[src/rtl/alu_seq_exec.sv]
// alu_seq_exec -- execute-stage ALU fed by ALU_Ctrl.
//   Single-cycle ops (and/or/add/sub/slt) register their result one clock
//   after start.  mul runs an iterative shift-add multiplier for WIDTH clocks,
//   with busy_o high while it iterates.
// Ports:
//   clk_i     rising-edge clock
//   rst_i     asynchronous active-low reset
//   start_i   launch an operation (sampled only in IDLE)
//   ctrl_i    ALUCtrl code: 0000 and, 0001 or, 0010 add, 0110 sub,
//             0111 slt, 1000 mul, others nop (result 0)
//   src1_i    operand A, captured at start
//   src2_i    operand B, captured at start
//   result_o  registered result, held until the next completion
//   zero_o    registered (result_o == 0)
//   busy_o    high while mul iterates
//   valid_o   one-cycle pulse when result_o/zero_o have just updated
module alu_seq_exec #(
  parameter int unsigned WIDTH = 32
) (
  input  logic             clk_i,
  input  logic             rst_i,
  input  logic             start_i,
  input  logic [3:0]       ctrl_i,
  input  logic [WIDTH-1:0] src1_i,
  input  logic [WIDTH-1:0] src2_i,
  output logic [WIDTH-1:0] result_o,
  output logic             zero_o,
  output logic             busy_o,
  output logic             valid_o
);

  localparam int unsigned CW = $clog2(WIDTH + 1);

  localparam logic [3:0] OP_AND = 4'b0000;
  localparam logic [3:0] OP_OR  = 4'b0001;
  localparam logic [3:0] OP_ADD = 4'b0010;
  localparam logic [3:0] OP_SUB = 4'b0110;
  localparam logic [3:0] OP_SLT = 4'b0111;
  localparam logic [3:0] OP_MUL = 4'b1000;

  typedef enum logic [0:0] {
    S_IDLE = 1'b0,
    S_MUL  = 1'b1
  } state_t;

  state_t           state_q, state_d;
  logic [WIDTH-1:0] a_q, a_d;
  logic [WIDTH-1:0] b_q, b_d;
  logic [WIDTH-1:0] acc_q, acc_d;
  logic [CW-1:0]    cnt_q, cnt_d;
  logic [WIDTH-1:0] result_d;
  logic             zero_d;
  logic             valid_d;

  logic [WIDTH-1:0] alu_res;
  logic [WIDTH-1:0] acc_sum;

  // Combinational single-cycle datapath on the live operands.
  always_comb begin
    alu_res = '0;
    unique case (ctrl_i)
      OP_AND:  alu_res = src1_i & src2_i;
      OP_OR:   alu_res = src1_i | src2_i;
      OP_ADD:  alu_res = src1_i + src2_i;
      OP_SUB:  alu_res = src1_i - src2_i;
      OP_SLT:  alu_res = {{(WIDTH-1){1'b0}}, ($signed(src1_i) < $signed(src2_i))};
      default: alu_res = '0;
    endcase
  end

  // Accumulator value after this multiplier step.
  assign acc_sum = acc_q + (b_q[0] ? a_q : '0);

  always_comb begin
    state_d  = state_q;
    a_d      = a_q;
    b_d      = b_q;
    acc_d    = acc_q;
    cnt_d    = cnt_q;
    result_d = result_o;
    zero_d   = zero_o;
    valid_d  = 1'b0;

    unique case (state_q)
      S_IDLE: begin
        if (start_i) begin
          if (ctrl_i == OP_MUL) begin
            a_d     = src1_i;
            b_d     = src2_i;
            acc_d   = '0;
            cnt_d   = CW'(WIDTH);
            state_d = S_MUL;
          end else begin
            result_d = alu_res;
            zero_d   = (alu_res == '0);
            valid_d  = 1'b1;
          end
        end
      end
      S_MUL: begin
        acc_d = acc_sum;
        a_d   = a_q << 1;
        b_d   = b_q >> 1;
        cnt_d = cnt_q - 1'b1;
        // Last iteration: publish the sum including this step's partial product.
        if (cnt_q == CW'(1)) begin
          result_d = acc_sum;
          zero_d   = (acc_sum == '0);
          valid_d  = 1'b1;
          state_d  = S_IDLE;
        end
      end
      default: state_d = S_IDLE;
    endcase
  end

  always_ff @(posedge clk_i or negedge rst_i) begin
    if (!rst_i) begin
      state_q  <= S_IDLE;
      a_q      <= '0;
      b_q      <= '0;
      acc_q    <= '0;
      cnt_q    <= '0;
      result_o <= '0;
      zero_o   <= 1'b1;
      valid_o  <= 1'b0;
    end else begin
      state_q  <= state_d;
      a_q      <= a_d;
      b_q      <= b_d;
      acc_q    <= acc_d;
      cnt_q    <= cnt_d;
      result_o <= result_d;
      zero_o   <= zero_d;
      valid_o  <= valid_d;
    end
  end

  assign busy_o = (state_q == S_MUL);

endmodule

[config.mk]
export PLATFORM = sky130hd
export DESIGN_NAME = alu_seq_exec
export DESIGN_NICKNAME = d
export VERILOG_FILES = /design/src/rtl/alu_seq_exec.sv
export SDC_FILE = /design/constraint.sdc
export NUM_CORES = 1
export LEC_CHECK = 0
export ABC_AREA = 1
export ABC_CLOCK_PERIOD_IN_PS = 2500
export BUFFER_PORTS_ARGS = -buffer_cell sky130_fd_sc_hd__buf_2
export CAP_MARGIN = 20
export CORE_UTILIZATION = 35
export DETAILED_ROUTE_END_ITERATION = 7
export PLACE_DENSITY = 0.5
export RECOVER_POWER = 100
export REMOVE_ABC_BUFFERS = 1
export SYNTH_ARGS = -nofsm -noshare
export SYNTH_HDL_FRONTEND = slang
export SYNTH_SLANG_ARGS = --single-unit
export TNS_END_PERCENT = 50
[constraint.sdc]
create_clock -name clk_i -period 2.5 [get_ports clk_i]
set_input_delay 0 -clock clk_i [delete_from_list [all_inputs] [get_ports clk_i]]
set_output_delay 0 -clock clk_i [all_outputs]
set_load 0.02 [all_outputs]
==> results of run 1 <==
[kinds of logic (layout without fill, tap and decap cells)]
logic type | Yosys count | in the layout
flip-flops | 137 | 137
AND/OR/NAND/NOR | 1418 | 1418
XOR/XNOR | 18 | 18
AO/OA/AOI/OAI | 296 | 296
buffers and inverters | 480 | 1036
adder cells (fa/ha/maj) | 135 | 135
[worst reg2reg max path, cell delays in order, from the launching register on]
cell and delay [ns]:
dfrtp_4 0.48, clkinvlp_2 0.23, clkbuf_4 1.08, o21ai_0 0.68
a31oi_1 0.30
[registers in the layout, indices dropped and copies added (netlist names)]
| name | cells |
|---|---|
| valid_o | 1 |
| result_o | 32 |
| cnt_q | 6 |
| a_q | 32 |
| acc_q | 32 |
| b_q | 32 |
| busy_o | 1 |
| zero_o | 1 |
[how the worst max path moves through the flow]
| stage | startpoint | endpoint | slack (ns) | cells past startpoint |
|---|---|---|---|---|
| after floorplan | busy_o | acc_q[2] | -6.12 | 5 |
| after global placement | b_q[0] | zero_o | -0.60 | 19 |
| after detailed placement | b_q[0] | zero_o | -0.62 | 20 |
| after CTS | b_q[0] | zero_o | -0.31 | 19 |
| after global routing | b_q[0] | zero_o | -0.54 | 24 |
| final | busy_o | result_o[3] | -0.35 | 4 |
[cells in the mapped netlist, drive strengths merged]
cell type  number
a22o            1
nor4            3
clkbuf         38
dfrtp         136
a31oi          88
o22ai          26
clkinv          2
xnor2           6
nand4          24
o21ai          65
nand3b         13
xor2           12
and2            3
and3            2
nand2         844
o211ai          1
inv           393
buf            47
ha            132
dfstp           1
a21oi         104
nand3         188
o21bai          9
o21a            2
fa              3
or2            10
nor3           24
nor2          307
[through the flow]
stage	cells	setup slack (ns)	util, %
after floorplan	2399	-6.12	-
after global routing	3572	-0.536	51.2
after global placement	3480	-0.605	46.0
after CTS	3566	-0.309	50.1
after detailed placement	3480	-0.616	46.0
final	3572	-0.350	51.2
[power by group through the flow]
stage	sequential, mW	combinational [mW]	clock (mW)
final	4.25	16.8	2.84
after global routing	4.37	18.4	2.99
after CTS	4.21	15.4	2.90
after detailed placement	4.17	13.9	0
after global placement	4.18	13.9	0
after floorplan	4.35	6.81	0
[area by class of cell]
cell class	count	share of cell area, %
Multi-Input combinational cell	1867	49.4
Timing Repair Buffer	609	21.2
Sequential cell	137	16.3
Inverter	395	7.03
Tap cell	532	3.15
Clock buffer	20	2.16
Clock inverter	12	0.836
[layer usage]
layer | vias up | global-route usage [%]
met5 | - | 0
met2 | 385 | 48.0
li1 | 8898 | -
met3 | 72 | 3.77
met4 | 0 | 7.62
met1 | 8194 | 38.8
[repair_timing]
action / CTS / global route
gates resized for setup: 122 / 112
setup endpoints to repair: 37 / 45
buffers inserted: 3 / 6
pin swaps: 17 / 31
cloned: 0 / 0
hold buffers: 51 / 0
endpoints found under the hold margin: 108 / 0
==> results.txt, run 1 <==
Worst skew pair latency: 0.47 ns
Hold WC Path Type: in2reg
Final count of hold timing violations: 0
CP Cell Sequence: clkinvlp_2 -> clkbuf_4 -> o21ai_0 -> a31oi_1
Reg2reg setup slack: -0.35 ns
Worst setup EP type: register
H-tree depth: 4
Mux share of post-synthesis cell area: 0%
Final ANT Viol Nets: 0
Clock Power Share: 11.9%
RR Endpoint: result_o[3]
Crit path largest cell delay: 1.08 ns
Met2 Routed Length: 28400 microns
DP HPWL: 49300 microns
Relative slew slack: -14.3%
DRT iter0 DRCs: 1196
GPL Wtd Cong: 1.04
Top Layer Used: met4
Synthesized netlist cell count: 2484
Port-buffer cells: 105
WP data required: 2.89 ns
Register area share after synthesis: 23.3%
Post-synthesis xor/xnor area fraction: 1.07%
Cell family with most CP delay: buffers and inverters
Post-synthesis adder-cell area fraction: 11.6%
# clock sinks: 137
CP Launch Type: register
Final setup fails: 26
Register area: 3430 sq um
Final instance area: 21100 sq um
Largest family of logic cells by synthesized area: simple AND/OR/NAND/NOR gates
Setup CP Type: reg2reg
RSZ-0062 raised after global routing: yes
Final wirelength: 61200 microns
Vias in the first global route: 17171
Placed cell area: 19000 sq um
Final min period: 2.85 ns
Ports: 106
Max frequency: 351 MHz
Final WS setup: -0.350 ns
Static leakage: 11.4 nW
TritonCTS clock tree: done
Max-slew violations: 63
Main area contributors after synthesis: dfrtp_1 (23%), nand2_1 (21%), ha_1 (11%)
Pint: 12.6 mW
Design Power: 23.9 mW
RR Startpoint: busy_o
Sequential share of power: 17.8%
Comb pwr share: 70.3%
Vias/cell: 4.91
Seq cells post-synth: 137
VDD IR-drop max: 0.551 mV
# fillers: 4291
Die width: 207 microns
Netlist cell types: 44
Worst Path Buf+Inv: 2
Failing checks: max-capacitance violations, max-slew violations, negative setup slack
Root Driver: clkbuf_16
First-pass GRT wire length: 95300 microns
Sw Share: 47.2%
DRT Pass-1 Iters: 6
Hold Path Depth: 4
Synth top area share: 23.1%
Clk buf depth: 2
Wirelength per Cell: 17.1 microns
Arrival @ worst endpoint: 3.23 ns
FF-to-FF path depth: 4
Syn avg cell area: 5.94 sq um
CTS Buf Count: 17
Simple-Gate Fraction of Synth Area: 39.6%
Largest net degree at the start of global routing: 107
Hold Path End: a_q[3]
Die Y: 207 microns
Final Skew: 0.0156 ns
Synthesized area: 14800 sq um
Commonest cells after routing, fill and taps aside: nand2_1 (793), buf_4 (436), inv_1 (374), nor2_1 (260), nand3_1 (177)
Setup tns final: -2.48 ns
Drc violations: 0
Initial core utilization: 35.8%
Clock Pin Slew Worst Setup and Hold Paths: 0.06 ns
WHS: 0.0330 ns
Switching power: 11.3 mW
Vias: 17549
Standard-cell rows: 74
Cell taking the most area after synthesis: dfrtp_1
Slowest CP cell: clkbuf_4
Compound-cell area share of the yosys netlist: 11.4%
Die ar.: 43000 sq um
GR Overflow Total: 0
Multi-input logic area: 10400 sq um
Layout area overhead: 43.1%
Worst Max-Slew Pin Slew: 1.71 ns
Initial antenna violation count: 0
Met3 WL: 2530 microns
Max-cap violation count: 1
Share of cells above drive strength 1: 26.0%
Yosys warning count: 0
Period Utilization, post-route: 114%
Commonest non-fill, non-tap cell in the layout: nand2_1
Fin nets: 3233
Met1 WL: 29000 microns
Antenna diodes: 0
Crit path max fanout: 106
CORE AREA: 41200 sq um
GRT Total Usage: 28.7%
Pwr/cell area: 1130 nW/um^2
Outcome: complete, but fails checks
Hold Path Origin: src1_i[3]
Power figures use the tool's default switching activity.
==> run 2: changes to the inputs <==
MAX_ROUTING_LAYER = met4   (was not set)
SKIP_CTS_REPAIR_TIMING = 1   (was not set)
==> run 2 against run 1 <==
- the run still ends with max-capacitance violations, max-slew violations, negative setup slack left
- count of clock-buffer cells in the layout grew 2
- sequential power shrank 0.9%
- combinational power is essentially flat
- sequential share of layout area shrank 0.17 points
- critical path depth grew 17
==> results.txt, run 2 (synthesis results as in run 1) <==
Outcome: complete, but fails checks
Failing checks: max-capacitance violations, max-slew violations, negative setup slack
Setup CP Type: reg2reg
Setup WS pre-CTS: -0.590 ns (+0.0261 ns)
Max-cap violation count: 1 (unchanged)
GR Util met3: 4.60% (+0.83 points)
Crit-path most repeated cell: nand2_1
Reg2reg setup slack: -0.32 ns (+0.03 ns)
Wirelength per Cell: 17.5 microns (+2.1%)
Final min period: 2.82 ns (-0.0274 ns)
Vias/cell: 4.87 (-0.86%)
Crit path depth: 21 (+17)
Fin nets: 3280 (+1.5%)
FF-to-FF path depth: 21 (+17)
Pwr/cell area: 1120 nW/um^2 (-1.2%)
Drc violations: 0 (unchanged)
GPL Wtd Cong: 1.00 (-3.3%)
Clk buf depth: 2 (unchanged)
Vias in the first global route: 16809 (-2.1%)
Static leakage: 11.6 nW (+1.7%)
Commonest non-fill, non-tap cell in the layout: nand2_1
GRT Total Usage: 30.1% (+1.4 points)
Layout area overhead: 44.6%
Initial antenna violation count: 2 (+2)
Cell family with most CP delay: simple AND/OR/NAND/NOR gates
Worst skew pair latency: 0.47 ns (about the same)
DP HPWL: 51400 microns (+4.2%)
Final setup fails: 12 (-54%)
TritonCTS clock tree: done
Standard-cell rows: 74 (unchanged)
Relative slew slack: -36.7% (-22 points)
Root Driver: clkbuf_16
VDD IR-drop max: 0.585 mV (+6.2%)
DRT iter0 DRCs: 1073 (-10%)
Commonest cells after routing, fill and taps aside: nand2_1 (794), buf_4 (485), inv_1 (371), nor2_1 (256), nand3_1 (174)
Hold Path Depth: 4 (unchanged)
CORE AREA: 41200 sq um (unchanged)
Final ANT Viol Nets: 0 (unchanged)
WP data required: 2.91 ns (+0.02 ns)
Initial core utilization: 35.8% (unchanged)
Worst Max-Slew Pin Slew: 2.05 ns (+0.336 ns)
First-pass GRT wire length: 95100 microns (-0.19%)
Port-buffer cells: 105 (unchanged)
H-tree depth: 4 (unchanged)
Final wirelength: 63400 microns (+3.5%)
Setup tns final: -0.856 ns (+1.62 ns)
Die width: 207 microns (unchanged)
Crit path largest cell delay: 0.44 ns (-0.64 ns)
Clock Pin Slew Worst Setup and Hold Paths: 0.06 ns (about the same)
DRT Pass-1 Iters: 5 (-1)
CP Launch Type: register
Final Skew: 0.00723 ns (-0.00833 ns)
Die Y: 207 microns (unchanged)
Slowest CP cell: dfrtp_2
Max frequency: 354 MHz (+0.97%)
Vias: 17637 (+0.50%)
Worst setup EP type: register
Share of cells above drive strength 1: 27.0% (+1.1 points)
CP Cell Sequence: buf_12 -> buf_6 -> nand2_1 -> inv_1 -> ha_4 -> buf_4 -> nand2_1 -> buf_4 -> nor2_4 -> nand2_2 -> nor2_1 -> nor2_2 -> nand3_1 -> nand2_2 -> nor2_2 -> nand2_1 -> nor2_1 -> nand4_1 -> nand2_1 -> nand2_1 -> nand2_1
M1 GR Usage: 39.8% (+1.1 points)
Die ar.: 43000 sq um (unchanged)
# clock sinks: 137 (unchanged)
RSZ-0062 raised after global routing: yes
GR Overflow Total: 0 (unchanged)
Final count of hold timing violations: 0 (unchanged)
Final WS setup: -0.322 ns (+0.0274 ns)
CTS Buf Count: 17 (unchanged)
Ports: 106 (unchanged)
Crit path max fanout: 20 (-81%)
Hold WC Path Type: in2reg
Period Utilization, post-route: 113% (-1.1 points)
Largest net degree at the start of global routing: 138 (+29%)
Worst Path Buf+Inv: 5 (+3)
Arrival @ worst endpoint: 3.24 ns (about the same)
Max-slew violations: 138 (+120%)
Most used routing layer: met2
Met2 Use GR: 47.1% (-0.83 points)
## run 2: power by group
part           internal, mW  switching, mW  total [mW]
clock                  1.44           1.16        2.60
combinational          7.66           9.40        17.1
sequential             3.33          0.880        4.21
## run 2: worst min-delay path: stages
cell and delay, ns:
buf_2 0.11, buf_4 0.13, nand2_1 0.12, a31oi_1 0.10
## run 2: final timing paths
path / start / end
max: b_q[0] / zero_o
min: src1_i[2] / a_q[2]
max reg2reg: b_q[0] / zero_o
min reg2reg: acc_q[21] / acc_q[21]
max in group asynchronous: rst_i / busy_o
min in group asynchronous: rst_i / valid_o
## run 2: per-layer routing
metal	part of all wire, %	up-vias
li1	-	9006
met1	48	8156
met2	46	402
met3	4.3	73
met4	2.3	0
met5	0	-
## run 2: final cells by class
| class | instances | area [sq um] |
|---|---|---|
| tap | 532 | 666 |
| inverter | 395 | 1480 |
| clock buffer | 22 | 464 |
| clock inverter | 10 | 111 |
| fill | 4348 | 19900 |
| antenna | 2 | 5.00 |
| multi-input combinational | 1867 | 10300 |
| sequential | 137 | 3430 |
| timing repair buffer | 656 | 4850 |
## run 2: per-stage QoR
| stage | hold WS (ns) | total power, mW | instance area (sq um) | cells | utilization (%) |
|---|---|---|---|---|---|
| 3_5_place_dp | 0.192 | 18.6 | 19400 | 3530 | 47.0 |
| 5_1_grt | 0.0191 | 25.7 | 21300 | 3621 | 51.8 |
| 6_report | 0.0215 | 23.9 | 21300 | 3621 | 51.8 |
| 2_1_floorplan | -0.296 | 11.2 | 14300 | 2399 | - |
| 4_1_cts | -0.322 | 21.3 | 19900 | 3562 | 48.4 |
| 3_3_place_gp | 0.186 | 18.6 | 19400 | 3530 | 47.0 |
==> run 3: changes to the inputs <==
CORE_UTILIZATION = 31   (was 35)
PLACE_DENSITY = 0.45   (was 0.5)
==> run 3 against run 2 <==
- the flow finishes with violations (design-rule violations, negative hold slack, max-capacitance violations, max-slew violations, negative setup slack)
- count of clock-buffer cells in the layout is 4 lower
- combinational power hardly changed
- worst setup slack worse by 0.096 ns
- non-clock buffer count is 51 lower
- sequential power hardly changed
- final area is 1.5% lower
- critical path type unchanged
- largest cell class unchanged
==> results.txt, run 3 (synthesis results as in run 1) <==
Outcome: complete, but fails checks
Failing checks: design-rule violations, negative hold slack, max-capacitance violations, max-slew violations, negative setup slack
Final ANT Viol Nets: 0 (unchanged)
VDD IR-drop max: 0.511 mV (-13%)
Clk buf depth: 2 (unchanged)
Die Y: 220 microns (+6.2%)
Standard-cell rows: 79 (+6.8%)
H-tree depth: 4 (unchanged)
TritonCTS clock tree: done
GRT Total Usage: 27.1% (-3.0 points)
WHS: -0.0147 ns (-0.0362 ns)
Arrival @ worst endpoint: 3.34 ns (+0.10 ns)
Crit. Startpoint: b_q[0]
Max frequency: 343 MHz (-3.3%)
Ports: 106 (unchanged)
Vias in the first global route: 16623 (-1.1%)
Post-Layout Cell Count: 3644 (+0.64%)
Hold Path Origin: src1_i[28]
RSZ-0062 raised after global routing: yes
Die ar.: 48500 sq um (+13%)
Static leakage: 11.3 nW (-1.9%)
Period Utilization, post-route: 117% (+3.9 points)
Cell family with most CP delay: simple AND/OR/NAND/NOR gates
Hold WC Path Type: in2reg
Slowest CP cell: dfrtp_2
RR Startpoint: b_q[0]
Share of cells above drive strength 1: 26.2% (-0.86 points)
CP Cell Sequence: buf_12 -> buf_6 -> nand2_1 -> inv_2 -> ha_4 -> nand2_2 -> nor3_4 -> nand2_2 -> nor3_4 -> nand2_2 -> nand3b_1 -> nand2_2 -> nor2_2 -> nand2_1 -> nor2_1 -> nand4_1 -> nand2_1 -> nand2_1 -> nand2_1
Final min period: 2.92 ns (+0.0964 ns)
WP data required: 2.92 ns (about the same)
Max-slew violations: 53 (-62%)
Largest net degree at the start of global routing: 79 (-43%)
CP Launch Type: register
Crit-path most repeated cell: nand2_1
Final setup fails: 13 (+1)
# clock sinks: 137 (unchanged)
Design Power: 23.6 mW (-0.94%)
Final WS setup: -0.418 ns (-0.0964 ns)
Drc violations: 7 (+7)
DRT iter0 DRCs: 1058 (-1.4%)
Initial core utilization: 31.5% (-4.3 points)
Setup tns final: -1.29 ns (-0.433 ns)
Crit path max fanout: 18 (-10%)
GR Overflow Total: 0 (unchanged)
Root Driver: clkbuf_16
Port-buffer cells: 105 (unchanged)
Wirelength per Cell: 17.4 microns (-0.72%)
CTS Buf Count: 17 (unchanged)
Pwr/cell area: 1120 nW/um^2 (+0.52%)
First-pass GRT wire length: 95500 microns (+0.38%)
Final wirelength: 63300 microns (about the same)
Setup CP Type: reg2reg
Dpl cells: 3553 (+0.65%)
DRT Pass-1 Iters: 8 (+3)
GPL Wtd Cong: 0.951 (-5.2%)
Commonest non-fill, non-tap cell in the layout: nand2_1
Worst setup EP type: register
Die width: 220 microns (+6.2%)
Vias/cell: 4.76 (-2.3%)
DP HPWL: 52000 microns (+1.3%)
Final count of hold timing violations: 1 (+1)
Final instance area: 21000 sq um (-1.5%)
Worst Path Buf+Inv: 3 (-2)
Placed cell area: 19000 sq um (-1.7%)
Final Skew: 0.0181 ns (+0.0109 ns)
Worst skew pair latency: 0.48 ns (about the same)
CORE AREA: 46800 sq um (+13%)
Vias: 17334 (-1.7%)
Fin nets: 3229 (-1.6%)
Worst Max-Slew Pin Slew: 1.59 ns (-0.460 ns)
Layout area overhead: 42.5%
Commonest cells after routing, fill and taps aside: nand2_1 (783), buf_4 (440), inv_1 (374), nor2_1 (258), nand3_1 (178)
Clock Pin Slew Worst Setup and Hold Paths: 0.07 ns (about the same)
Initial antenna violation count: 1 (-1)
Crit path largest cell delay: 0.45 ns (about the same)
Relative slew slack: -6.01% (+31 points)
Max-cap violation count: 1 (unchanged)
run 3: cell count changes in the layout (fill, tap and decap cells not counted), moves of 5 or more:
| cell | previous run | this run |
|---|---|---|
| buf_4 | 485 | 440 |
| nand2_1 | 794 | 783 |
| nand2_2 | 46 | 56 |
| a21oi_2 | 26 | 31 |
| buf_6 | 6 | 1 |
| nand3_2 | 13 | 8 |
run 3: area by class of cell:
type | instances | area (sq um)
multi-input cells | 1867 | 10300
diodes | 1 | 2.50
inverters | 395 | 1480
clock inverters | 14 | 130
repair buffers | 605 | 4430
flip-flops and latches | 137 | 3430
clock buffers | 18 | 429
fillers | 5136 | 25700
well taps | 607 | 759
run 3: worst paths after layout:
kind                             to  slack [ns]  cells after the start
setup / recovery             zero_o       -0.42                     19
hold / removal              a_q[28]       -0.01                      4
setup reg to reg             zero_o       -0.42                     19
hold reg to reg            cnt_q[5]        0.50                      2
max in group asynchronous    busy_o        0.27                      3
min in group asynchronous   valid_o        0.43                      2
run 3: where the power goes:
part           total, mW  internal [mW]  switching (mW)  leakage (nW)
sequential          4.22           3.33           0.896          1.59
combinational       16.8           7.49            9.35          9.47
clock               2.59           1.31            1.28         0.267
run 3: stage by stage:
stage | setup WS [ns] | util (%)
floorplan | -6.12 | -
global placement | -0.845 | 40.7
detailed placement | -0.809 | 40.7
CTS | -0.835 | 41.9
global route | -0.567 | 45.0
finish | -0.418 | 45.0
run 3: worst reg2reg max path, stage by stage, from the launching register on:
cell,delay [ns]
dfrtp_2,0.45
buf_12,0.17
buf_6,0.15
nand2_1,0.09
inv_2,0.05
ha_4,0.29
nand2_2,0.08
nor3_4,0.25
nand2_2,0.11
nor3_4,0.21
nand2_2,0.12
nand3b_1,0.11
nand2_2,0.08
nor2_2,0.10
nand2_1,0.06
nor2_1,0.11
nand4_1,0.18
nand2_1,0.12
nand2_1,0.05
nand2_1,0.08
run 3: routing by layer:
metal	track usage, %	wire, microns
met5	-	0
met4	6.16	1180
met3	3.79	2140
met2	44.3	29700
met1	35.4	30300
